File: src/rtl/instruction_fetch.sv
// ---------------------------------------------------------------------------
// instruction_fetch
//   Reader side of the combinational instruction memory. A program counter
//   drives imem_addr, and each returned word is captured with its PC into a
//   small prefetch FIFO. Decode drains the FIFO over a valid/ready handshake.
//   A branch redirect flushes the FIFO and reloads the PC.
//
//   Optional feature macro: IFETCH_ZERO_HALT_EN
//     When defined, fetching an all-zero word stops the prefetcher in a HALT
//     state until the next branch redirect.
// ---------------------------------------------------------------------------
module instruction_fetch #(
    parameter int ADDR_W     = 8,
    parameter int INSTR_W    = 17,
    parameter int PC_STEP    = 4,
    parameter int FIFO_DEPTH = 4
) (
    input  logic               clk,
    input  logic               rst_n,
    input  logic               fetch_en,
    output logic [ADDR_W-1:0]  imem_addr,
    input  logic [INSTR_W-1:0] imem_data,
    input  logic               branch_valid,
    input  logic [ADDR_W-1:0]  branch_target,
    output logic               instr_valid,
    output logic [INSTR_W-1:0] instr_data,
    output logic [ADDR_W-1:0]  instr_pc,
    input  logic               instr_ready
);

    localparam int PTR_W = $clog2(FIFO_DEPTH);
    localparam int CNT_W = PTR_W + 1;
    localparam logic [CNT_W-1:0]  DEPTH_C = CNT_W'(FIFO_DEPTH);
    localparam logic [ADDR_W-1:0] STEP_C  = ADDR_W'(PC_STEP);

`ifdef IFETCH_ZERO_HALT_EN
    typedef enum logic [1:0] {IDLE, RUN, HALT} state_t;
`else
    typedef enum logic [1:0] {IDLE, RUN} state_t;
`endif

    state_t             state_q, state_d;
    logic [ADDR_W-1:0]  fetchPc_q, fetchPc_d;
    logic [PTR_W-1:0]   head_q, head_d;
    logic [PTR_W-1:0]   tail_q, tail_d;
    logic [CNT_W-1:0]   count_q, count_d;
    logic               pushEn;
    logic               popEn;

    logic [INSTR_W-1:0] dataMem_q [FIFO_DEPTH];
    logic [ADDR_W-1:0]  pcMem_q   [FIFO_DEPTH];

    // Next-state logic: branch redirect wins over everything; otherwise the
    // FSM steps and the FIFO takes a push and/or pop. A pop never frees a slot
    // for a push in the same cycle, so the push check uses the old count.
    always_comb begin
        state_d   = state_q;
        fetchPc_d = fetchPc_q;
        head_d    = head_q;
        tail_d    = tail_q;
        count_d   = count_q;
        pushEn    = 1'b0;
        popEn     = 1'b0;

        if (branch_valid) begin
            head_d    = '0;
            tail_d    = '0;
            count_d   = '0;
            fetchPc_d = {branch_target[ADDR_W-1:2], 2'b00};
            state_d   = fetch_en ? RUN : IDLE;
        end else begin
            case (state_q)
                IDLE:    if (fetch_en)  state_d = RUN;
                RUN:     if (!fetch_en) state_d = IDLE;
                default: state_d = state_q;
            endcase

            pushEn = (state_q == RUN) && (count_q < DEPTH_C);
            popEn  = (count_q != '0) && instr_ready;

            if (pushEn) begin
                tail_d    = tail_q + PTR_W'(1);
                fetchPc_d = fetchPc_q + STEP_C;
`ifdef IFETCH_ZERO_HALT_EN
                if (imem_data == '0) state_d = HALT;
`endif
            end
            if (popEn) begin
                head_d = head_q + PTR_W'(1);
            end
            count_d = count_q + CNT_W'(pushEn) - CNT_W'(popEn);
        end
    end

    // Control state register; reset drops any buffered instructions at once.
    always_ff @(posedge clk or negedge rst_n) begin
        if (!rst_n) begin
            state_q   <= IDLE;
            fetchPc_q <= '0;
            head_q    <= '0;
            tail_q    <= '0;
            count_q   <= '0;
        end else begin
            state_q   <= state_d;
            fetchPc_q <= fetchPc_d;
            head_q    <= head_d;
            tail_q    <= tail_d;
            count_q   <= count_d;
        end
    end

    // FIFO storage: captures the fetched word with its PC at the tail slot.
    always_ff @(posedge clk) begin
        if (pushEn) begin
            dataMem_q[tail_q] <= imem_data;
            pcMem_q[tail_q]   <= fetchPc_q;
        end
    end

    assign imem_addr   = fetchPc_q;
    assign instr_valid = (count_q != '0);
    assign instr_data  = instr_valid ? dataMem_q[head_q] : '0;
    assign instr_pc    = instr_valid ? pcMem_q[head_q]   : '0;

endmodule

File: config.mk
export PLATFORM = sky130hd
export DESIGN_NAME = instruction_fetch
export DESIGN_NICKNAME = d
export VERILOG_FILES = /design/src/rtl/instruction_fetch.sv
export SDC_FILE = /design/constraint.sdc
export NUM_CORES = 1
export LEC_CHECK = 0
export BUFFER_PORTS_ARGS = -buffer_cell sky130_fd_sc_hd__buf_2
export CAP_MARGIN = 15
export CORE_UTILIZATION = 35
export DETAILED_ROUTE_END_ITERATION = 10
export GPL_TIMING_DRIVEN = 0
export PLACE_DENSITY = 0.5
export RECOVER_POWER = 25
export SYNTH_ARGS = -nofsm -noshare
export SYNTH_HDL_FRONTEND = slang
export SYNTH_SLANG_ARGS = --single-unit
File: constraint.sdc
create_clock -name clk -period 3.9 [get_ports clk]
set_input_delay 0.195 -clock clk [delete_from_list [all_inputs] [get_ports clk]]
set_output_delay 0.195 -clock clk [all_outputs]
set_load 0.01 [all_outputs]
# After elaboration in Yosys (flattened, before gate mapping)
# Memory sizes are Yosys's and may differ from the RTL's.
# Index checks and enable logic that the tools add are counted.
# op_classes
n_addsub	5
magnitude_cmp	1
eq_ne	3
n_mux	17
reduce_logical	8
# ops
operator	count
$mux W8	3
$mux W17	1
$mux W2	7
$add A8 B3 Y8 const B	1
$ne A3 B3 Y1 const B	2
$reduce_bool A3 Y1	2
$add A2 B1 Y2 const B	2
$mux W1	4
$pmux W2 S2	1
$reduce_bool A2 Y1	2
$add A3 B1 Y3	1
$lt A3 B3 Y1 const B	1
$mux W3	1
$reduce_and A3 Y1	1
$sub A3 B1 Y3	1
$eq A2 B1 Y1 const B	1
$logic_and A1 B1 Y1	2
$logic_not A2 Y1	1
# word_totals
regBits	17
mem_bits_rw	100
output_inout_bits	34
elab_cells	41
n_memories	2
# mem_list
name	depth	word_bits	rd	rd_ports_with_merged_regs	write_ports	line_no	source
dataMem_q	4	17	1	0	1	50	logic [INSTR_W-1:0] dataMem_q [FIFO_DEPTH];
pcMem_q	4	8	1	0	1	51	logic [ADDR_W-1:0] pcMem_q [FIFO_DEPTH];

# Longest topological paths before layout
# Gate-level depths: netlist of run 1.
# logic_depth
ltp_word	5
depth_mapped	10
ltp_nobuf	9

# Least setup slack after synthesis of run 1
# Ideal clock, no wire load.
# synth_timing
kind	register to register
startpoint	register count_q[2]
endpoint	register count_q[2]
setup_ns	0.121
arrival_ns	1.870
required_ns	3.779
setup_slack_ns	1.909
stages_incl_launch_ff	10
path_buffers	0
period_less_slack_ns	1.991
cell_sequence	dfrtp_1 -> o31ai_1 -> inv_1 -> ha_1 -> inv_1 -> ha_1 -> inv_1 -> fa_1 -> xnor2_1 -> nor2_1
# synth_via
elab_chain_cells	5
# synth_lines
item	line_no	source
start, declared	46	logic [CNT_W-1:0] count_q, count_d;
start signal, assigned	108	count_q <= count_d;
$lt A3 B3 Y1	78	pushEn = (state_q == RUN) && (count_q < DEPTH_C);
$logic_and A1 B1 Y1	78	
$add A3 B1 Y3	91	count_d = count_q + CNT_W'(pushEn) - CNT_W'(popEn);
$sub A3 B1 Y3 (*)	91	
$mux W3 (*)	65	if (branch_valid) begin
via count_d[2]	46	
# The timed path passes the listed nets; every way through them passes the cells marked *.
# A chain may end at the register's enable or synchronous reset.

# Worst setup path in the final report of run 1
# layout_timing
startpoint	register count_q[2]
endpoint	output port instr_data[3]
# layout_via
elab_chain_cells	2
# layout_lines
item	line_no	source
$reduce_bool A3 Y1	121	assign instr_valid = (count_q != '0);
$mux W17	122	assign instr_data = instr_valid ? dataMem_q[head_q] : '0;
end, declared	26	output logic [INSTR_W-1:0] instr_data,
# No other way between the ends.

==> results of run 1 <==
## synthesized netlist by cell type (all sizes together)
cell type | n | area, um^2
a21oi | 1 | 5.00
and2 | 4 | 25.0
buf | 14 | 119
clkbuf | 2 | 7.51
conb | 1 | 3.75
dfrtp | 14 | 350
edfxtp | 92 | 2760
fa | 1 | 20.0
ha | 7 | 87.6
inv | 8 | 30.0
mux2i | 1 | 10.0
mux4 | 23 | 522
nand2 | 9 | 33.8
nand3 | 4 | 20.0
nand3b | 1 | 7.51
nand4b | 1 | 8.76
nor2 | 6 | 22.5
nor2b | 28 | 205
nor3 | 1 | 5.00
o21ai | 6 | 30.0
o311ai | 1 | 8.76
o31ai | 1 | 7.51
or4 | 3 | 22.5
xnor2 | 4 | 35.0
xor2 | 3 | 26.3
## cells by family after synthesis
kind of cell               after synthesis
AOI/OAI and AO/OA                        9
xor gates and xnor gates                 7
adders and majority gates                8
buffers and inverters                   24
DFF                                    106
muxes                                   24
other                                    1
and+or+nand+nor                         57
## power groups by stage
stage / registers [uW] / clock network (uW) / logic (uW)
2_1_floorplan: 1400 / 0 / 669
3_3_place_gp: 1410 / 0 / 966
3_5_place_dp: 1410 / 0 / 990
4_1_cts: 1390 / 955 / 995
5_1_grt: 1400 / 999 / 1060
6_report: 1390 / 931 / 960
## area by class of cell
| class | count | share of cell area (%) |
|---|---|---|
| Clock buffer | 11 | 4.42 |
| Inverter | 8 | 0.571 |
| Sequential cell | 106 | 59.2 |
| Clock inverter | 5 | 1.50 |
| Buffer | 16 | 2.40 |
| Timing Repair Buffer | 62 | 6.71 |
| Multi-Input combinational cell | 109 | 21.2 |
| Tap cell | 168 | 4.00 |
## worst reg2reg max path, cell delays in order (launching register included)
cell,delay (ps)
dfrtp_1,460
nor2b_1,120
buf_2,180
inv_2,60
nor2_1,170
and2_1,720
buf_8,240
## registers in the layout, summed over array words and instances, names as in the netlist
register   flops
count_q        3
dataMem_q     68
head_q         2
tail_q         2
pcMem_q       24
imem_addr      6
state_q        1
## what timing repair did
item,in CTS,in global routing
hold buffers,2,0
gates resized for setup,0,0
hold endpoints to repair,15,0
buffers inserted,0,0
## per-layer routing
metal | vias up | wire [um]
li1 | 1040 | -
met1 | 1075 | 3490
met2 | 49 | 3910
met3 | 8 | 268
met4 | 0 | 99
met5 | - | 0
## metrics by stage
stage	hold WS, ps	power [uW]	instances	util [%]	setup WS, ps
floorplan	-101	2070	239	-	1910
global placement	115	2380	463	40.3	1420
detailed placement	122	2400	467	40.9	1610
CTS	55.1	3340	485	43.6	1470
global route	60.0	3460	485	43.4	1390
finish	62.5	3280	485	43.4	1550
## worst paths after layout
check | from | end | cells past startpoint
hold reg to reg | tail_q[1]$_DFFE_PN0N_ | tail_q[1]$_DFFE_PN0N_ | 2
setup reg to reg | count_q[2]$_DFF_PN0_ | dataMem_q[2][2]$_DFFE_PP_ | 6
setup / recovery | count_q[2]$_DFF_PN0_ | instr_data[3] | 4
max in group asynchronous | rst_n | head_q[1]$_DFFE_PN0P_ | 2
hold / removal | branch_target[6] | imem_addr[6]$_DFFE_PN0N_ | 3
min in group asynchronous | rst_n | imem_addr[6]$_DFFE_PN0N_ | 2
==> summary.md, run 1 <==
| Metric | Value |
|---|---|
| Initial antenna violation count | `0` |
| Critical path's largest stage delay | `710 ps` |
| Layout Nets | `350` |
| Met3 usage | `2.50%` |
| Synth Area in Adders | `2.46%` |
| Syn. warnings | `0` |
| Final hold violations | `0` |
| Final setup TNS | `0 ps` |
| Width of the chip | `114 um` |
| FP Rows | `40` |
| Worst path bufs/invs | `2` |
| Post-Place Cell Area | `4950 um^2` |
| Largest family of logic cells by synthesized area | `multiplexers` |
| Layout cells sized above 1 | `31.2%` |
| Sequential fraction of the synthesis area | `71.1%` |
| Critical Path, Cell by Cell | `nor3_1, buf_2, nor2b_1, buf_2` |
| Worst Path Arrival | `2150 ps` |
| Fillers | `1,138` |
| Count of mapped cells out of synthesis | `236` |
| Netlist Area Pre-Place | `4380 um^2` |
| Port bufs | `56` |
| Worst vdd ir | `0.000287 V` |
| Family with the most delay on the worst path | `simple AND/OR/NAND/NOR gates` |
| HP Class | `in2reg` |
| Multiplexer share of the synthesized area | `12.2%` |
| M1 GR Usage | `17.0%` |
| Count of cell types in the netlist | `32` |
| CTS tree | `yes` |
| ANT cells | `0` |
| Switch share | `27.8%` |
| Crit path max fanout | `10` |
| Vias per cell | `4.48` |
| NetSw | `909 uW` |
| Largest net degree at the start of global routing | `17` |
| Simple-gate share of the synthesized area | `8.01%` |
| Drt first pass iters | `4` |
| Min Tclk post-route | `2350 ps` |
| Clock Sink Count | `106` |
| Design internal power | `2370 uW` |
| CTS Buf Count | `9` |
| Root Driver | `clkbuf_16` |
| Critical path class | `reg2out` |
| Initial DRC count | `88` |
| Routability congestion estimate | `0.701` |
| Crit path top cell by count | `buf_2` |
| Most frequent cells in the layout | `edfxtp_1, buf_2, nor2b_1, mux4_2, clkbuf_1` |
| Number of I/O pins | `64` |
| Synth Area in Compound Gates | `1.17%` |
| Tcrit/Tclk final | `60.2%` |
| Clock power frac | `28.4%` |
| Syn Area/Cell | `18.5 um^2` |
| Yosys reg bits | `106` |
| Lkg Pwr | `0.00190 uW` |
| Status | `finished clean` |
| Combinational share of power | `29.3%` |
| Grt met2 use | `21.5%` |
| Die Area | `13,000 um^2` |
| Setup Viol. Count Final | `0` |
| CP required | `3700 ps` |
| Final wirelength | `7770 um` |
| Routed Antenna Nets | `0` |
| Multi-input logic area | `1120 um^2` |
| Slew @ Worst Pin | `845 ps` |
| Residual DRC | `0` |
| Post-Synth XOR/XNOR Area | `1.40%` |
| RSZ-0062 raised after global routing | `false` |
| Latest clock arrival within the worst-skew pair | `330 ps` |
| Dpl hpwl | `5220 um` |
| Startpoint types | `register` |
| Vias in the first global route | `2,212` |
| Max-slew violation count | `0` |
| Sequential cell area | `3110 um^2` |
| Cell Pwr Density | `623 nW/um^2` |
| Worst slew margin | `43.6%` |
| Max Cap Viol | `0` |
| Core region area | `12,100 um^2` |
| Crit-path slowest cell | `nor3_1` |
| Clock buffer depth | `2` |
| Layer with the highest usage | `met2` |
| P&R area growth vs syn | `20.2%` |
| Reg power frac | `42.3%` |
| Crit end category | `output port` |
| DR WL/cell | `16.0 um` |
| Vias | `2,172` |
| Post-Route Skew | `5.54 ps` |
| H-tree lvl count | `3` |
| Clk pin slew, worst setup/hold paths | `60 ps` |
| First-pass GRT wire length | `12,200 um` |
| Total track usage | `13.1%` |
| Chip Height | `114 um` |
| Finished Cell Area | `5260 um^2` |
| Grt ovf | `0` |
| Achievable frequency | `0.426 GHz` |
| Commonest non-fill, non-tap cell in the layout | `edfxtp_1` |
| Initial Util | `36.1%` |
| Flop2flop setup slack | `1660 ps` |
Power figures use the tool's default switching activity.
==> inputs of run 2 (changes only) <==
--- a/config.mk
+++ b/config.mk
@@ -10,7 +10,7 @@
 export CORE_UTILIZATION = 35
 export DETAILED_ROUTE_END_ITERATION = 10
 export GPL_TIMING_DRIVEN = 0
-export PLACE_DENSITY = 0.5
+export PLACE_DENSITY = 0.52
 export RECOVER_POWER = 25
 export SYNTH_ARGS = -nofsm -noshare
 export SYNTH_HDL_FRONTEND = slang
==> constraint.sdc (replaced) <==
create_clock -name clk -period 2.14 [get_ports clk]
set_input_delay 0.107 -clock clk [delete_from_list [all_inputs] [get_ports clk]]
set_output_delay 0.107 -clock clk [all_outputs]
set_load 0.01 [all_outputs]
==> summary.md, run 2 (same netlist as run 1, synthesis figures left out) <==
| Metric | Value |
|---|---|
| Status | `finished clean` |
| RSZ-0062 raised after global routing | `false` |
| Commonest non-fill, non-tap cell in the layout | `edfxtp_1` |
| Die Area | `13,000 um^2 (unchanged)` |
| Root Driver | `clkbuf_16` |
| Crit-path slowest cell | `dfrtp_2` |
| WL met3 | `209 um (-22%)` |
| Largest Register | `dataMem_q` |
| Number of I/O pins | `64 (unchanged)` |
| Drt first pass iters | `4 (unchanged)` |
| Critical path's largest stage delay | `460 ps (-250 ps)` |
| Grt ovf | `0 (unchanged)` |
| WL met2 | `3980 um (+1.7%)` |
| Lkg Pwr | `0.00201 uW (+5.8%)` |
| Final wirelength | `7970 um (+2.6%)` |
| Clock buffer depth | `2 (unchanged)` |
| Post-Route Skew | `14.1 ps (+8.58 ps)` |
| Hold WS | `107 ps (+44.5 ps)` |
| CP required | `2410 ps (-1290 ps)` |
| Min Tclk post-route | `2050 ps` |
| Top sig layer | `met4` |
| Vias | `2,305 (+6.1%)` |
| Final hold violations | `0 (unchanged)` |
| Final setup TNS | `0 ps (unchanged)` |
| Tcrit/Tclk final | `96.0%` |
| Largest net degree at the start of global routing | `20 (+3)` |
| Hold path depth | `3 (unchanged)` |
| Sequential cell area | `3120 um^2 (about the same)` |
| Latest clock arrival within the worst-skew pair | `350 ps (+20 ps)` |
| Critical path depth | `9 (+5)` |
| Placed cells | `467 (unchanged)` |
| DR WL/cell | `15.6 um (-2.4%)` |
| Vias per cell | `4.52 (+0.92%)` |
| Critical path class | `reg2reg` |
| Routed Antenna Nets | `0 (unchanged)` |
| Slew @ Worst Pin | `794 ps (-51.8 ps)` |
| ANT cells | `0 (unchanged)` |
| Register-to-Register Path Depth | `9 (+3)` |
| Most frequent cells in the layout | `edfxtp_1, buf_2, dlygate4sd3_1, nor2b_1, mux4_2` |
| Initial Util | `36.1% (unchanged)` |
| Multi-input logic area | `1150 um^2 (+2.8%)` |
| Initial antenna violation count | `0 (unchanged)` |
| Setup Viol. Count Final | `0 (unchanged)` |
| Max-slew violation count | `0 (unchanged)` |
| Vias in the first global route | `2,379 (+7.5%)` |
| Max reg flops | `68 (unchanged)` |
| Total track usage | `13.5% (+0.44 points)` |
| CTS Buf Count | `9 (unchanged)` |
| Clk pin slew, worst setup/hold paths | `70 ps (about the same)` |
| Width of the chip | `114 um (unchanged)` |
| Non-Filler Instances | `510 (+5.2%)` |
| FP Rows | `40 (unchanged)` |
| Max Cap Viol | `0 (unchanged)` |
| Layout Nets | `375 (+7.1%)` |
| Crit path max fanout | `6 (-4)` |
| Residual DRC | `0 (unchanged)` |
| Port bufs | `56 (unchanged)` |
| HP Class | `in2reg` |
| Core region area | `12,100 um^2 (unchanged)` |
| Worst vdd ir | `0.000472 V (+65%)` |
| CTS tree | `yes` |
| Crit path top cell by count | `inv_1` |
| Achievable frequency | `0.487 GHz` |
| Cell Pwr Density | `1080 nW/um^2 (+73%)` |
| Clock Sink Count | `106 (unchanged)` |
| Worst slew margin | `47.1% (+3.5 points)` |
| Initial DRC count | `116 (+32%)` |
| Worst path bufs/invs | `3 (+1)` |
| Chip Height | `114 um (unchanged)` |
| Family with the most delay on the worst path | `adder cells` |
| Worst Path Arrival | `2320 ps (+170 ps)` |
| H-tree lvl count | `3 (unchanged)` |
| First-pass GRT wire length | `12,800 um (+4.8%)` |
| Dpl hpwl | `5200 um (-0.36%)` |
| Crit end category | `register` |
| Layout cells sized above 1 | `33.6% (+2.4 points)` |
| Routability congestion estimate | `0.724 (+3.4%)` |
| Fillers | `1,123 (-1.3%)` |
| Met1 wire length | `3660 um (+5.0%)` |
| Critical Path, Cell by Cell | `o31ai_4, inv_1, ha_1, inv_1, ha_1, inv_1, fa_1, xnor2_2, nor2_1` |
| Startpoint types | `register` |
| P&R area growth vs syn | `26.2%` |
## run 2: final timing paths
check                                      start                       end  slack, ps
max in group asynchronous                  rst_n      count_q[1]$_DFF_PN0_       1220
hold / removal                      branch_valid  imem_addr[7]$_DFFE_PN0N_        110
setup reg to reg            count_q[2]$_DFF_PN0_      count_q[2]$_DFF_PN0_         90
min in group asynchronous                  rst_n  imem_addr[6]$_DFFE_PN0N_        370
setup / recovery            count_q[2]$_DFF_PN0_      count_q[2]$_DFF_PN0_         90
hold reg to reg            tail_q[1]$_DFFE_PN0N_     tail_q[1]$_DFFE_PN0N_        570
## run 2: through the flow
stage               utilization (%)  cell area (um^2)  worst slack (ps)  power (uW)
floorplan                         -              4390               149        3770
global placement               40.3              4880              -331        4320
detailed placement             40.9              4950              -136        4360
CTS                            45.4              5500              22.1        5980
global route                   45.6              5520              5.59        6280
finish                         45.6              5520              86.6        5950
## run 2: worst min-delay path, delay by kind of cell
kind                   cells  cell delay, ps
buffers and inverters      1             120
and+or+nand+nor            2             180
## run 2: power breakdown
part | internal [uW] | switching (uW)
Sequential | 2420 | 117
Clock | 811 | 772
Combinational | 937 | 894
Total | 4170 | 1780
## run 2: what timing repair did
item,4_1_cts,5_1_grt
endpoints found under the setup margin,67,1
hold buffers,25,0
resized for setup,6,5
gates cloned,0,0
endpoints found under the hold margin,89,0
pin swaps,0,1
setup buffers,0,2
## run 2: per-layer routing
metal / GRT usage, % / up-vias
met5: 0 / -
met1: 17.6 / 1162
met2: 22.5 / 44
met3: 2.13 / 12
li1: - / 1087
met4: 5.71 / 0
## run 2: layout make-up
type	instances	area share, %
sequential	106	56.4
multi-input combinational	109	20.8
timing repair buffer	87	10.9
clock buffer	9	4.08
tap	168	3.81
buffer	16	2.33
clock inverter	7	1.09
inverter	8	0.544
==> inputs of run 3 (changes only) <==
--- a/config.mk
+++ b/config.mk
@@ -8,6 +8,7 @@
 export BUFFER_PORTS_ARGS = -buffer_cell sky130_fd_sc_hd__buf_2
 export CAP_MARGIN = 15
 export CORE_UTILIZATION = 35
+export CTS_BUF_LIST = sky130_fd_sc_hd__clkbuf_4 sky130_fd_sc_hd__clkbuf_8
 export DETAILED_ROUTE_END_ITERATION = 10
 export GPL_TIMING_DRIVEN = 0
 export PLACE_DENSITY = 0.52
==> summary.md, run 3 (same netlist as run 1, synthesis figures left out) <==
| Metric | Value |
|---|---|
| Status | `finished clean` |
| Crit end category | `register` |
| Number of I/O pins | `64 (unchanged)` |
| Initial DRC count | `84 (-28%)` |
| Critical path class | `reg2reg` |
| Worst Path Arrival | `2340 ps (+20 ps)` |
| Reg power frac | `45.9% (+3.2 points)` |
| CTS Buf Count | `9 (unchanged)` |
| HP Start | `branch_valid` |
| Drt first pass iters | `4 (unchanged)` |
| CP required | `2430 ps (+20 ps)` |
| Chip Height | `114 um (unchanged)` |
| Family with the most delay on the worst path | `adder cells` |
| Max Cap Viol | `0 (unchanged)` |
| Flop2flop setup slack | `90 ps (about the same)` |
| Layout Nets | `375 (unchanged)` |
| First-pass GRT wire length | `12,700 um (-0.33%)` |
| Non-Filler Instances | `510 (unchanged)` |
| Setup Viol. Count Final | `0 (unchanged)` |
| Design internal power | `3800 uW (-8.8%)` |
| DR WL/cell | `15.5 um (-0.50%)` |
| Critical Path, Cell by Cell | `o31ai_4, inv_1, ha_1, inv_1, ha_1, inv_1, fa_1, xnor2_2, nor2_1` |
| Core region area | `12,100 um^2 (unchanged)` |
| NetSw | `1720 uW (-3.3%)` |
| Fillers | `1,125 (+0.18%)` |
| Clock power frac | `21.0% (-5.6 points)` |
| Routed Antenna Nets | `0 (unchanged)` |
| Placed cells | `467 (unchanged)` |
| Crit path max fanout | `4 (-2)` |
| Top sig layer | `met4` |
| CTS tree | `yes` |
| Post-Route Utilization | `44.7% (-0.85 points)` |
| H-tree lvl count | `3 (unchanged)` |
| WL met2 | `3930 um (-1.2%)` |
| Switch share | `31.2% (+1.2 points)` |
| Routability congestion estimate | `0.724 (unchanged)` |
| Achievable frequency | `0.487 GHz (about the same)` |
| Initial antenna violation count | `0 (unchanged)` |
| Worst path bufs/invs | `3 (unchanged)` |
| Hold WS | `82.0 ps (-25.1 ps)` |
| Finished Cell Area | `5420 um^2 (-1.9%)` |
| Max-slew violation count | `0 (unchanged)` |
| Die Area | `13,000 um^2 (unchanged)` |
| Commonest non-fill, non-tap cell in the layout | `edfxtp_1` |
| Largest Register | `dataMem_q` |
| Met1 wire length | `3670 um (+0.30%)` |
| Initial Util | `36.1% (unchanged)` |
| Max reg flops | `68 (unchanged)` |
| Worst vdd ir | `0.000521 V (+10%)` |
| Post-Route Skew | `19.2 ps (+5.06 ps)` |
| Slew @ Worst Pin | `799 ps (+5.83 ps)` |
| Lkg Pwr | `0.00196 uW (-2.4%)` |
| Layout cells sized above 1 | `33.3% (-0.29 points)` |
| Setup slack at placement | `-136 ps (unchanged)` |
| Largest net degree at the start of global routing | `20 (unchanged)` |
| Startpoint types | `register` |
| HP Class | `in2reg` |
| Vias per cell | `4.53 (+0.30%)` |
| Most frequent cells in the layout | `edfxtp_1, buf_2, dlygate4sd3_1, nor2b_1, mux4_2` |
| Dpl hpwl | `5200 um (unchanged)` |
| Residual DRC | `0 (unchanged)` |
| Total track usage | `13.5% (-0.032 points)` |
| Cell Pwr Density | `1020 nW/um^2 (-5.4%)` |
| Worst r2r src | `count_q[0]$_DFF_PN0_` |
| CP startpoint | `count_q[0]$_DFF_PN0_` |
| Worst Slack Setup Final | `86.6 ps (-0.0799 ps)` |
| Port bufs | `56 (unchanged)` |
| Crit path top cell by count | `inv_1` |
| Latest clock arrival within the worst-skew pair | `370 ps (+20 ps)` |
| Final wirelength | `7930 um (-0.50%)` |
| Root Driver | `clkbuf_8` |
| Vias | `2,312 (+0.30%)` |
| Combinational share of power | `33.1% (+2.3 points)` |
| Tcrit/Tclk final | `96.0% (about the same)` |
| Clock buffer depth | `2 (unchanged)` |
| Grt ovf | `0 (unchanged)` |
| FP Rows | `40 (unchanged)` |
| Final hold violations | `0 (unchanged)` |
| Min Tclk post-route | `2050 ps (+0.0799 ps)` |
| P&R area growth vs syn | `23.8%` |
| Clock Sink Count | `106 (unchanged)` |
| Critical path's largest stage delay | `460 ps (about the same)` |
| Width of the chip | `114 um (unchanged)` |
| Clk pin slew, worst setup/hold paths | `100 ps (+30 ps)` |
| ANT cells | `0 (unchanged)` |
| Vias in the first global route | `2,353 (-1.1%)` |
| Post-Place Cell Area | `4950 um^2 (unchanged)` |
| RSZ-0062 raised after global routing | `false` |
| Crit-path slowest cell | `dfrtp_1` |
| WL met3 | `215 um (+2.9%)` |
| Worst slew margin | `46.7% (-0.39 points)` |
run 3: power by group through the flow:
stage | sequential [uW] | combinational, uW | clock [uW]
after floorplan | 2550 | 1220 | 0
after global placement | 2570 | 1760 | 0
after detailed placement | 2570 | 1790 | 0
after CTS | 2530 | 1830 | 1200
after global routing | 2560 | 2030 | 1280
final | 2540 | 1830 | 1160
run 3: tightest hold or removal path: stages:
cell and delay, ps:
buf_2 120, or4_1 120, nand3_1 70
run 3: stage by stage:
stage                     TNS (ps)  total power (uW)
final                            0              5530
after detailed placement     -3020              4360
after CTS                        0              5560
after global placement      -28970              4320
after floorplan                  0              3770
after global routing             0              5870
run 3: worst paths after layout:
kind                                             to  cells past startpoint
setup / recovery               count_q[2]$_DFF_PN0_                      9
hold / removal             imem_addr[5]$_DFFE_PN0N_                      3
setup reg to reg               count_q[2]$_DFF_PN0_                      9
hold reg to reg               tail_q[1]$_DFFE_PN0N_                      2
max in group asynchronous      count_q[1]$_DFF_PN0_                      2
min in group asynchronous  imem_addr[6]$_DFFE_PN0N_                      2
run 3: what timing repair did:
item                                    4_1_cts  5_1_grt
hold buffers                                 25        0
endpoints found under the hold margin        89        0
pin swaps                                     0        2
gates resized for setup                       6        5
endpoints found under the setup margin       67       10
setup buffers                                 0        2
run 3: area by class of cell:
cell class              instances  area, um^2  area share [%]
flip-flops and latches        106        3120            57.5
multi-input cells             109        1150            21.2
repair buffers                 87         601            11.1
well taps                     168         210            3.88
plain buffers                  16         129            2.38
clock buffers                   9         124            2.29
clock inverters                 7        60.1            1.11
inverters                       8        30.0           0.554
run 3: routing by layer:
layer / track usage [%] / vias to the layer above
li1: - / 1089
met2: 22.2 / 49
met4: 4.94 / 0
met5: 0 / -
met1: 17.7 / 1163
met3: 2.76 / 11
